==> src/rtl/gray_window_buffer.sv <==
// rtl/gray_window_buffer.sv - 3x3 gray pixel window generator with two line buffers
module gray_window_buffer #(
    parameter int PIXEL_WIDTH_OUT = 8,
    parameter int IMG_WIDTH       = 16,
    parameter int IMG_HEIGHT      = 16
) (
    input  logic                         clk_i,
    input  logic                         reset_i,
    input  logic                         px_rdy_i,
    input  logic [PIXEL_WIDTH_OUT-1:0]   in_px_gray_i,
    output logic [9*PIXEL_WIDTH_OUT-1:0] window_o,
    output logic                         px_rdy_o,
    output logic                         frame_done_o
);

    localparam int COL_W = (IMG_WIDTH  > 2) ? $clog2(IMG_WIDTH)  : 2;
    localparam int ROW_W = (IMG_HEIGHT > 2) ? $clog2(IMG_HEIGHT) : 2;

    localparam logic [COL_W-1:0] COL_LAST = COL_W'(IMG_WIDTH - 1);
    localparam logic [ROW_W-1:0] ROW_LAST = ROW_W'(IMG_HEIGHT - 1);
    localparam logic [COL_W-1:0] COL_TWO  = COL_W'(2);
    localparam logic [ROW_W-1:0] ROW_TWO  = ROW_W'(2);

    typedef enum logic [1:0] {
        IDLE   = 2'd0,
        FILL   = 2'd1,
        STREAM = 2'd2
    } state_t;

    state_t state_q;
    state_t state_d;

    logic [COL_W-1:0] col_q;
    logic [ROW_W-1:0] row_q;

    // Line 1 holds the previous line, line 2 the line before that.
    logic [PIXEL_WIDTH_OUT-1:0] line1_q [IMG_WIDTH];
    logic [PIXEL_WIDTH_OUT-1:0] line2_q [IMG_WIDTH];

    // Window elements, row-major: 0 top-left, 8 bottom-right.
    logic [PIXEL_WIDTH_OUT-1:0] win_q [9];

    logic                       accept;
    logic                       col_last;
    logic                       row_last;
    logic                       frame_last;
    logic                       window_full;
    logic [PIXEL_WIDTH_OUT-1:0] tap1;
    logic [PIXEL_WIDTH_OUT-1:0] tap2;

    // Position decode and line buffer read taps for the pixel being accepted.
    always_comb begin
        accept      = px_rdy_i;
        col_last    = (col_q == COL_LAST);
        row_last    = (row_q == ROW_LAST);
        frame_last  = col_last && row_last;
        window_full = (row_q >= ROW_TWO) && (col_q >= COL_TWO);
        tap1        = line1_q[col_q];
        tap2        = line2_q[col_q];
    end

    // Column/row raster counters; the row advances when the column wraps.
    always_ff @(posedge clk_i or posedge reset_i) begin
        if (reset_i) begin
            col_q <= '0;
            row_q <= '0;
        end else if (accept) begin
            if (col_last) begin
                col_q <= '0;
                row_q <= row_last ? '0 : row_q + ROW_W'(1);
            end else begin
                col_q <= col_q + COL_W'(1);
            end
        end
    end

    // Line buffers: the column slot is read before being overwritten, giving
    // exactly one- and two-line delays. Contents survive frame wrap.
    always_ff @(posedge clk_i or posedge reset_i) begin
        if (reset_i) begin
            for (int i = 0; i < IMG_WIDTH; i++) begin
                line1_q[i] <= '0;
                line2_q[i] <= '0;
            end
        end else if (accept) begin
            line1_q[col_q] <= in_px_gray_i;
            line2_q[col_q] <= tap1;
        end
    end

    // Window shifts left one column per accept; new right column from the
    // two-line tap, the one-line tap and the incoming pixel.
    always_ff @(posedge clk_i or posedge reset_i) begin
        if (reset_i) begin
            for (int k = 0; k < 9; k++) begin
                win_q[k] <= '0;
            end
        end else if (accept) begin
            for (int r = 0; r < 3; r++) begin
                win_q[3*r]     <= win_q[3*r + 1];
                win_q[3*r + 1] <= win_q[3*r + 2];
            end
            win_q[2] <= tap2;
            win_q[5] <= tap1;
            win_q[8] <= in_px_gray_i;
        end
    end

    // Registered strobes: a full window exists only once two earlier lines
    // and two earlier columns of the current line have been seen.
    always_ff @(posedge clk_i or posedge reset_i) begin
        if (reset_i) begin
            px_rdy_o     <= 1'b0;
            frame_done_o <= 1'b0;
        end else begin
            px_rdy_o     <= accept && window_full;
            frame_done_o <= accept && frame_last;
        end
    end

    // FSM state register.
    always_ff @(posedge clk_i or posedge reset_i) begin
        if (reset_i) begin
            state_q <= IDLE;
        end else begin
            state_q <= state_d;
        end
    end

    // FSM next state: FILL while the line buffers are priming, STREAM once
    // row 2 starts, back to FILL at the end of each frame.
    always_comb begin
        state_d = state_q;
        case (state_q)
            IDLE: begin
                if (accept) begin
                    state_d = FILL;
                end
            end
            FILL: begin
                if (accept && (row_q == ROW_TWO) && (col_q == '0)) begin
                    state_d = STREAM;
                end
            end
            STREAM: begin
                if (accept && frame_last) begin
                    state_d = FILL;
                end
            end
            default: state_d = IDLE;
        endcase
    end

    // Pack the window elements onto the flat output bus.
    genvar gk;
    generate
        for (gk = 0; gk < 9; gk++) begin : g_pack
            assign window_o[gk*PIXEL_WIDTH_OUT +: PIXEL_WIDTH_OUT] = win_q[gk];
        end
    endgenerate

endmodule
==> config.mk <==
export PLATFORM = sky130hd
export DESIGN_NAME = gray_window_buffer
export DESIGN_NICKNAME = d
export VERILOG_FILES = /design/src/rtl/gray_window_buffer.sv
export SDC_FILE = /design/constraint.sdc
export NUM_CORES = 1
export LEC_CHECK = 0
export CAP_MARGIN = 20
export CORE_AREA = 2 2 216 133
export CTS_BUF_LIST = sky130_fd_sc_hd__clkbuf_8
export DETAILED_ROUTE_END_ITERATION = 10
export DIE_AREA = 0 0 218 135
export PLACE_DENSITY = 0.81
export SLEW_MARGIN = 20
export SYNTH_ARGS = -nofsm -noshare
export SYNTH_HDL_FRONTEND = slang
export SYNTH_SLANG_ARGS = --single-unit
==> constraint.sdc <==
create_clock -name clk_i -period 12.8 [get_ports clk_i]
set_input_delay 3.84 -clock clk_i [delete_from_list [all_inputs] [get_ports clk_i]]
set_output_delay 3.84 -clock clk_i [all_outputs]
set_load 0.05 [all_outputs]
Word-level counts from Yosys, hierarchy flattened
Cells that the tools add are included.

word-level totals
  register bits = 338
  latch bits = 0
  RAM bits = 0
  ROM bits = 0
  output and inout port bits = 74
  word-level logic and storage cells = 72
  memories kept = 0

operators by class
  add/subtract/negate cells = 2
  $mul = 0
  divide/modulo/power cells = 0
  $lt $le $gt $ge = 4
  equality and inequality tests = 2
  shift operators = 0
  muxes and demuxes = 12
  bitwise logic cells = 1
  reductions and logical operators = 6

operator list
  cell                   number
  $bwmux W128            2
  $bmux W8 S4            2
  $mux W8                5
  $demux W8 S4           1
  $add A4 B1 Y4 const B  2
  $eq A4 B4 Y1 const B   2
  $ge A4 B2 Y1 const B   2
  $mux W4                2
  $ge A5 B5 Y1 const B   1
  $logic_and A1 B1 Y1    5
  $lt A5 B1 Y1 const B   1
  $not A4 Y5             1
  $reduce_and A2 Y1      1

Logic depth before layout (Yosys ltp)
Gate-level depths: netlist (run 1).

  depth after elaboration = 6
  depth in mapped cells = 9
  depth with buffers taken out = 5

Worst setup path after synthesis (run 1)
OpenSTA, ideal clock, no wires.

  path kind = input to register
  start point = input px_rdy_i
  end point = register line1_q[40] in the netlist's numbering
  setup time = 0.128 ns
  data arrival time = 4.868 ns
  slack = 7.804 ns
  stages = 5
  cells stage by stage = buf_2 > and3b_2 > nand2_2 > buf_2 > mux2_1

RTL lines
  what                             RTL line  RTL
  from (decl)                      9         input logic px_rdy_i,
  to (signal, indexed assignment)  86        line1_q[col_q] <= in_px_gray_i;
  to (decl)                        37        logic [PIXEL_WIDTH_OUT-1:0] line1_q [IMG_WIDTH];

Final worst setup path (run 1)
  start point = register win_q, in the netlist window_o[42]
  end point = output window_o[42]

RTL lines
  what                               RTL line  RTL
  from (decl)                        41        logic [PIXEL_WIDTH_OUT-1:0] win_q [9];
  from (signal, indexed assignment)  100       win_q[3*r] <= win_q[3*r + 1];
  from (signal, indexed assignment)  101       win_q[3*r + 1] <= win_q[3*r + 2];
  to (decl)                          11        output logic [9*PIXEL_WIDTH_OUT-1:0] window_o,

No word-level cell between the ends.

==> flow_metrics.tcl, run 1 <==
set metrics [dict create \
    numCtsBuffers 47 \
    path_buf_inv 1 \
    crit_path_end_kind "primary output" \
    drc 0 \
    p_sw_mw 1.84 \
    yosys_warnings 0 \
    cp_top_family "buffers and inverters" \
    antenna_found_initial 1 \
    slew_violations 0 \
    drtIter0Drc 1015 \
    min_period_over_period_pct 45.3 \
    async_flop_share_pct 100 \
    ys_ff_latch 338 \
    p_int_mw 2.82 \
    worstSetupPathType "reg2out" \
    core.rowCount 47 \
    synth_seq_area_share_pct 55.9 \
    die-width_um 218 \
    tightest_slew_ns 1.07 \
    cts_root_buffer "clkbuf_8" \
    synth_fp_nets 1130 \
    netlist.area_leader.share_pct 55.9 \
    cpPeakStageDelay_ns 0.86 \
    critPathMaxFanout 3 \
    power_density_mw_per_mm2 276 \
    area_growth_pct 11.5 \
    arrival_ns 1.95 \
    slew_headroom_pct 28.5 \
    outcome "finished clean" \
    cts_tree "built" \
    ctsResizeCount 0 \
    synth.area.top_cells "dfrtp_1 (56%), mux2_2 (16%), nand2_1 (3.3%), mux4_2 (3.3%), mux2i_1 (2.8%)" \
    crit_chain "clkdlybuf4s50_1" \
    grt_use_total_pct 24.6 \
    cpMaxStageDelayCell "clkdlybuf4s50_1" \
    rsz0062_at_grt "false" \
    fmax_ghz 0.173 \
    ys.flop_type "dfrtp_1" \
    nFillCells 2032 \
    grt_pass1_wl_um 55200 \
    layout_setup_ws_ns 7.01 \
    fin_worst_skew_ns 0.0228 \
    core_area_mm2 0.0273 \
    grt_max_degree 89 \
    hp-class "reg2reg" \
    critPathRequiredTime_ns 8.96 \
    p_leak_nw 7.60 \
    p_sw_share_pct 39.5 \
    hold_buffers 0 \
    syn_area_mm2 0.0151 \
    first_pass_iters 5 \
    nNetsFinal 1189 \
    ant_nets 0 \
    pin_count 85 \
    clock_sinks 338 \
    tns_ns 0 \
    grt-ovfl-total 0 \
    die-area_mm2 0.0294 \
    dp.final_hpwl_um 22700 \
    viasPerCell 6.02 \
    grt_pass1_vias 9505 \
    maxCapViolations 0 \
    min_period_ns 5.79 \
    preCtsSetupSlack_ns 6.16 \
    synth_edf_count 0 \
    clockBufferDepth 3 \
    h-tree-depth 2 \
    seqPwrFrac_pct 39.9 \
    routedWlPerCell_um 22.1 \
    yosysUniqueCellTypes 47 \
    combPwrFrac_pct 42.3 \
    drt-total-wl_um 34800 \
    io_buffers 84 \
    yosys.area.top_type "dfrtp_1" \
    synth_cells 1113 \
    hold_violations 0 \
    syn_avg_cell_area_um2 13.6 \
    drive_above_1_share_pct 29.8 \
    setup_viol 0 \
    vdd_ir_drop_max_mv 0.185 \
    place_congestion 0.896 \
    start_util_pct 55.5 \
    critical_path.startpoint_type "flop" \
    p_clk_share_pct 17.8 \
    yosysMostFrequentCell "dfrtp_1" \
    clk_pin_slew_ns 0.07 \
    post-cts-setup-buffers 0 \
    vias 9467 \
    die_h_um 135 \
    ys_top_cells_by_count "dfrtp_1 (338), mux2_2 (217), nand2_1 (132), o21ai_0 (78), mux2i_1 (42)" \
    clk_latency_ns 0.58 \
]
-- path summary, 6_finish.rpt --
path                                    from      endpoint  slack, ns  depth (start not counted)
worst max-delay path            window_o[42]  window_o[42]       7.01                          1
worst min-delay path              line1_q[7]    line1_q[7]       0.48                          2
worst max register to register      col_q[1]  line1_q[110]       9.22                          4
worst min register to register    line1_q[7]    line1_q[7]       0.48                          2
max in group asynchronous            reset_i      col_q[0]       7.42                          4
min in group asynchronous            reset_i   line2_q[37]       3.60                          2
-- cell families (layout without fill, tap and decap cells) --
group	Yosys count	in the layout	share of synthesized area, %
buffers and inverters	86	178	3.94
adders and majority gates	6	6	0.496
DFF	338	338	55.9
and+or+nand+nor	205	205	6.28
AOI/OAI and AO/OA	142	142	5.37
xor gates and xnor gates	3	3	0.174
muxes	333	333	27.9
other	0	1	0
-- per-stage QoR --
stage | cells | power [mW] | instance area (µm²) | hold WS [ns] | util, %
floorplan | 1113 | 3.25 | 15100 | 0.442 | -
global placement | 1490 | 3.73 | 15900 | 0.458 | 58.3
detailed placement | 1490 | 3.82 | 15900 | 0.463 | 58.3
CTS | 1572 | 4.65 | 16900 | 0.479 | 61.8
global route | 1572 | 4.92 | 16900 | 0.498 | 61.8
finish | 1573 | 4.66 | 16900 | 0.478 | 61.9
-- power groups by stage --
stage          sequential (mW)  combinational (mW)  clock (mW)
2_1_floorplan             2.03                1.21           0
3_3_place_gp              1.84                1.89           0
3_5_place_dp              1.87                1.95           0
4_1_cts                   1.85                1.96       0.847
5_1_grt                   1.92                2.10       0.900
6_report                  1.86                1.97       0.830
-- worst reg2reg max path, delay by kind of cell (launching register included) --
family                   cells  cell delay [ns]
buffers and inverters        1             0.67
flip-flops                   1             0.89
AND/OR/NAND/NOR              1             0.95
adder cells (fa/ha/maj)      1             0.52
multiplexers                 1             0.43
-- per-layer routing --
layer | global-route usage, % | part of all wire [%] | vias to the layer above | wire [µm]
met5 | 0 | 0 | - | 0
met4 | 6.80 | 2.0 | 0 | 682
met3 | 9.01 | 10 | 57 | 3580
met2 | 33.4 | 41 | 348 | 14300
met1 | 37.0 | 47 | 4939 | 16200
li1 | - | - | 4123 | -
-- cells in the final DEF, fill, tap and decap left out, drive strengths merged, types with 2 or more instances in the layout --
cell type / Yosys / routed
xnor2: 3 / 3
clkinv: 0 / 6
a31oi: 7 / 7
and3: 5 / 5
clkbuf: 24 / 62
inv: 4 / 16
a22oi: 5 / 5
mux2i: 42 / 42
dfrtp: 338 / 338
a21oi: 5 / 5
nor2: 25 / 25
nand2b: 2 / 2
nand3b: 11 / 11
or2: 2 / 2
and2: 2 / 2
or3b: 2 / 2
mux4: 35 / 35
buf: 58 / 9
o221ai: 2 / 2
clkdlybuf4s50: 0 / 83
nand2: 144 / 144
nand3: 6 / 6
a221oi: 8 / 8
o21ai: 86 / 86
mux2: 256 / 256
ha: 6 / 6
nor2b: 2 / 2
o22ai: 27 / 27
clkinvlp: 0 / 2
-- sequential cells by signal, indices dropped and copies added (netlist names) --
register,count
px_rdy_o,1
window_o,72
frame_done_o,1
col_q,4
line1_q,128
row_q,4
line2_q,128
-- final cells by class --
class,count,area [µm²],share of cell area (%)
sequential,338,8470,50.2
multi-input combinational,689,6080,36.0
timing repair buffer,92,913,5.41
clock buffer,62,853,5.06
tap,367,459,2.72
clock inverter,20,86.3,0.512
inverter,4,18.8,0.111
antenna,1,2.50,0.0148
Power figures use the tool's default switching activity.
==> run 2, diff against run 1 <==
--- a/config.mk
+++ b/config.mk
@@ -6,11 +6,11 @@
 export NUM_CORES = 1
 export LEC_CHECK = 0
 export CAP_MARGIN = 20
-export CORE_AREA = 2 2 216 133
+export CORE_AREA = 2 2 209 129
 export CTS_BUF_LIST = sky130_fd_sc_hd__clkbuf_8
 export DETAILED_ROUTE_END_ITERATION = 10
-export DIE_AREA = 0 0 218 135
-export PLACE_DENSITY = 0.81
+export DIE_AREA = 0 0 211 131
+export PLACE_DENSITY = 0.82
 export SLEW_MARGIN = 20
 export SYNTH_ARGS = -nofsm -noshare
 export SYNTH_HDL_FRONTEND = slang
==> constraint.sdc (replaced) <==
create_clock -name clk_i -period 5.92 [get_ports clk_i]
set_input_delay 1.776 -clock clk_i [delete_from_list [all_inputs] [get_ports clk_i]]
set_output_delay 1.776 -clock clk_i [all_outputs]
set_load 0.05 [all_outputs]
==> flow_metrics.tcl, run 2 (synthesis results as in run 1) <==
set metrics [dict create \
    critPathRequiredTime_ns 4.14 \
    clock_sinks 338 \
    arrival_ns 1.95 \
    first_pass_iters 5 \
    viasPerCell 6.14 \
    final_cell_mix "dfrtp_1 (336), mux2_2 (217), nand2_1 (132)" \
    grt_use_total_pct 26.4 \
    cts_root_buffer "clkbuf_8" \
    core_area_mm2 0.0258 \
    start_util_pct 58.6 \
    die_h_um 131 \
    placed_cell_area_mm2 0.0159 \
    fin_area_mm2 0.0168 \
    hold_buffers 0 \
    io_buffers 84 \
    final_common_cell "dfrtp_1" \
    p_leak_nw 7.56 \
    power_density_mw_per_mm2 598 \
    finish.utilization_pct 64.9 \
    cpMaxStageDelayCell "clkdlybuf4s50_1" \
    numCtsBuffers 47 \
    slew_headroom_pct 25.2 \
    regArea_mm2 0.00847 \
    pin_count 85 \
    hp-class "reg2reg" \
    worstSetupPathType "reg2out" \
    outcome "finished clean" \
    n_antenna_cell 0 \
    cp_top_family "buffers and inverters" \
    antenna_found_initial 1 \
    nFillCells 1884 \
    crit_chain "clkdlybuf4s50_1" \
    drt-total-wl_um 35400 \
    slew_violations 0 \
    min_period_over_period_pct 62.9 \
    grt-ovfl-total 0 \
    p_sw_mw 4.01 \
    combPwrFrac_pct 42.7 \
    grt_pass1_vias 9319 \
    setup_viol 0 \
    fin_worst_skew_ns 0.0227 \
    critical_path.startpoint_type "flop" \
    area_growth_pct 10.8 \
    vdd_ir_drop_max_mv 0.322 \
    grt_pass1_wl_um 54900 \
    fmax_ghz 0.269 \
    die-width_um 211 \
    crit_path_end_kind "primary output" \
    h-tree-depth 2 \
    hold_violations 0 \
    place_congestion 0.794 \
    dp.final_hpwl_um 23100 \
    clk_latency_ns 0.59 \
    path_buf_inv 1 \
    drive_above_1_share_pct 29.2 \
    ctsResizeCount 0 \
    grt_max_degree 121 \
    clockBufferDepth 3 \
    clk_pin_slew_ns 0.07 \
    tns_ns 0 \
    rsz0062_at_grt "false" \
    post-cts-setup-buffers 0 \
    drc 0 \
    p_int_mw 6.01 \
    p_sw_share_pct 40.0 \
    die-area_mm2 0.0276 \
    ant_nets 0 \
    vias 9430 \
    min_period_ns 3.72 \
    seqPwrFrac_pct 40.2 \
    p_clk_share_pct 17.1 \
    core.rowCount 46 \
    multi_input_area_mm2 0.00608 \
    maxCapViolations 0 \
    cpPeakStageDelay_ns 0.86 \
    critPathMaxFanout 3 \
    tightest_slew_ns 1.12 \
    drtIter0Drc 852 \
    nNetsFinal 1188 \
    cts_tree "built" \
    routedWlPerCell_um 23.0 \
]
[run 2: area by class of cell]
| type | instances | area share, % |
|---|---|---|
| clock inverter | 22 | 0.574 |
| timing repair buffer | 91 | 5.48 |
| inverter | 4 | 0.112 |
| sequential | 338 | 50.5 |
| tap | 336 | 2.51 |
| clock buffer | 56 | 4.60 |
| multi-input combinational | 689 | 36.2 |
[run 2: final timing paths]
path / endpoint / from / slack [ns] / cells past startpoint
max: window_o[44] / window_o[44] / 2.20 / 1
min: line2_q[55] / line2_q[55] / 0.48 / 2
max reg2reg: line1_q[25] / col_q[1] / 2.79 / 5
min reg2reg: line2_q[55] / line2_q[55] / 0.48 / 2
max in group asynchronous: line1_q[30] / reset_i / 3.39 / 3
min in group asynchronous: line2_q[60] / reset_i / 1.53 / 2
[run 2: metrics by stage]
step           total power [mW]  setup WS (ns)  std cells  hold slack, ns
3_3_place_gp               8.07           2.11       1458           0.459
4_1_cts                    10.0           2.19       1536           0.478
2_1_floorplan              7.02         -0.375       1113           0.442
5_1_grt                    10.5           2.14       1536           0.497
3_5_place_dp               8.28           2.01       1458           0.464
6_report                   10.0           2.20       1536           0.479
[run 2: worst register-to-register path, cell delays in order, from the launching register on]
cell     delay [ns]
dfrtp_4        0.80
buf_4          0.73
inv_1          0.20
ha_1           0.33
nand2_2        0.53
mux2_2         0.42
[run 2: per-layer routing]
metal	track usage, %	part of all wire, %	vias up
met5	0	0	-
met3	6.84	8.8	76
met1	41.3	47	4859
met2	36.3	42	381
li1	-	-	4114
met4	7.75	2.2	0
[run 2: power by group through the flow]
stage	logic [mW]	registers [mW]	clock network, mW
after floorplan	2.62	4.40	0
after global placement	4.10	3.97	0
after detailed placement	4.24	4.04	0
after CTS	4.25	4.01	1.74
after global routing	4.55	4.15	1.84
final	4.28	4.02	1.72
==> run 3, diff against run 2 <==
--- a/config.mk
+++ b/config.mk
@@ -6,11 +6,11 @@
 export NUM_CORES = 1
 export LEC_CHECK = 0
 export CAP_MARGIN = 20
-export CORE_AREA = 2 2 209 129
+export CORE_AREA = 2 2 216 133
 export CTS_BUF_LIST = sky130_fd_sc_hd__clkbuf_8
 export DETAILED_ROUTE_END_ITERATION = 10
-export DIE_AREA = 0 0 211 131
-export PLACE_DENSITY = 0.82
+export DIE_AREA = 0 0 218 135
+export PLACE_DENSITY = 0.81
 export SLEW_MARGIN = 20
 export SYNTH_ARGS = -nofsm -noshare
 export SYNTH_HDL_FRONTEND = slang
==> constraint.sdc (replaced) <==
create_clock -name clk_i -period 3 [get_ports clk_i]
set_input_delay 0.9 -clock clk_i [delete_from_list [all_inputs] [get_ports clk_i]]
set_output_delay 0.9 -clock clk_i [all_outputs]
set_load 0.05 [all_outputs]
==> flow_metrics.tcl, run 3 (synthesis results as in run 1) <==
set metrics [dict create \
    grt_pass1_wl_um 57300 \
    antenna_found_initial 0 \
    final_cell_mix "dfrtp_1 (336), mux2_2 (217), nand2_1 (132)" \
    arrival_ns 1.92 \
    vias 9576 \
    critPathMaxFanout 3 \
    numCtsBuffers 48 \
    io_buffers 84 \
    met3_usage_pct 7.23 \
    hold_buffers 0 \
    crit_chain "clkdlybuf4s50_1" \
    grt_pass1_vias 9847 \
    cpMaxStageDelayCell "clkdlybuf4s50_1" \
    first_pass_iters 7 \
    cts_tree "built" \
    n_antenna_cell 0 \
    grt.busiest_layer "met1" \
    final_common_cell "dfrtp_1" \
    grt-ovfl-total 0 \
    slew_violations 0 \
    post-cts-setup-buffers 0 \
    hold_violations 0 \
    grt_max_degree 89 \
    fin_area_mm2 0.0172 \
    fin_worst_skew_ns 0.0196 \
    maxCapViolations 0 \
    stdcell_count 1598 \
    clk_latency_ns 0.58 \
    grt_util_met1_pct 38.8 \
    outcome "finished clean" \
    worstSetupPathType "reg2out" \
    critical_path.startpoint_type "flop" \
    clk_pin_slew_ns 0.07 \
    place_inst 1512 \
    drc 0 \
    crit_path_end_kind "primary output" \
    die-width_um 218 \
    pin_count 85 \
    setup_viol 0 \
    ant_nets 0 \
    cp_top_family "buffers and inverters" \
    drt-total-wl_um 36200 \
    cts_root_buffer "clkbuf_8" \
    place_congestion 0.835 \
    fmax_ghz 0.354 \
    preCtsSetupSlack_ns 0.602 \
    cpPeakStageDelay_ns 0.86 \
    nNetsFinal 1212 \
    drtIter0Drc 965 \
    placed_cell_area_mm2 0.0162 \
    hp-class "reg2reg" \
    ctsResizeCount 0 \
    core.rowCount 47 \
    use_met2_pct 36.7 \
    start_util_pct 55.5 \
    die_h_um 135 \
    layout_setup_ws_ns 0.178 \
    path_buf_inv 1 \
    vdd_ir_drop_max_mv 0.877 \
    p_leak_nw 7.76 \
    power_density_mw_per_mm2 1190 \
    routedWlPerCell_um 22.6 \
    viasPerCell 5.99 \
    dp.final_hpwl_um 24300 \
    nFillCells 2010 \
    critPathRequiredTime_ns 2.10 \
    clock_sinks 338 \
    clockBufferDepth 3 \
    rsz0062_at_grt "false" \
    min_period_over_period_pct 94.1 \
    slew_headroom_pct 42.4 \
    die-area_mm2 0.0294 \
    core_area_mm2 0.0273 \
    tightest_slew_ns 0.855 \
    grt_use_total_pct 25.6 \
    min_period_ns 2.82 \
    drive_above_1_share_pct 31.5 \
    area_growth_pct 13.7 \
    h-tree-depth 2 \
]
run 3: layout make-up:
cell class	count	area (µm²)	area share [%]
sequential	338	8470	49.2
multi-input combinational	689	6080	35.3
timing repair buffer	114	1150	6.69
clock buffer	66	908	5.28
tap	367	459	2.67
clock inverter	20	120	0.698
inverter	4	18.8	0.109
run 3: final timing paths:
kind,from,to,slack (ns),depth (start not counted)
worst max-delay path,window_o[42],window_o[42],0.18,1
worst min-delay path,line2_q[21],line2_q[21],0.48,2
max in group asynchronous,reset_i,line1_q[115],1.57,3
worst max register to register,col_q[3],line1_q[107],0.64,4
worst min register to register,line2_q[21],line2_q[21],0.48,2
min in group asynchronous,reset_i,line2_q[59],0.63,2
run 3: tightest hold or removal path, stage by stage (launching register included):
cell     delay, ns
dfrtp_1       0.34
nand2_1       0.05
o21ai_0       0.06
run 3: report_power, final:
part	switching [mW]	total (mW)	internal (mW)
logic	4.90	8.67	3.77
registers	1.41	7.93	6.52
clock network	1.76	3.81	2.04
run 3: layer usage:
metal	vias to the layer above	part of all wire (%)
li1	4180	-
met1	4979	46
met2	365	43
met3	52	9.1
met4	0	1.5
met5	-	0
run 3: metrics by stage:
| stage | utilization, % | power (mW) | hold slack (ns) | setup TNS (ns) |
|---|---|---|---|---|
| 6_report | 63.0 | 20.4 | 0.481 | 0 |
| 5_1_grt | 63.0 | 21.4 | 0.500 | 0 |
| 3_3_place_gp | 59.3 | 16.1 | 0.454 | 0 |
| 4_1_cts | 63.0 | 20.3 | 0.477 | 0 |
| 3_5_place_dp | 59.3 | 16.5 | 0.462 | 0 |
| 2_1_floorplan | - | 13.9 | 0.442 | -817.48 |
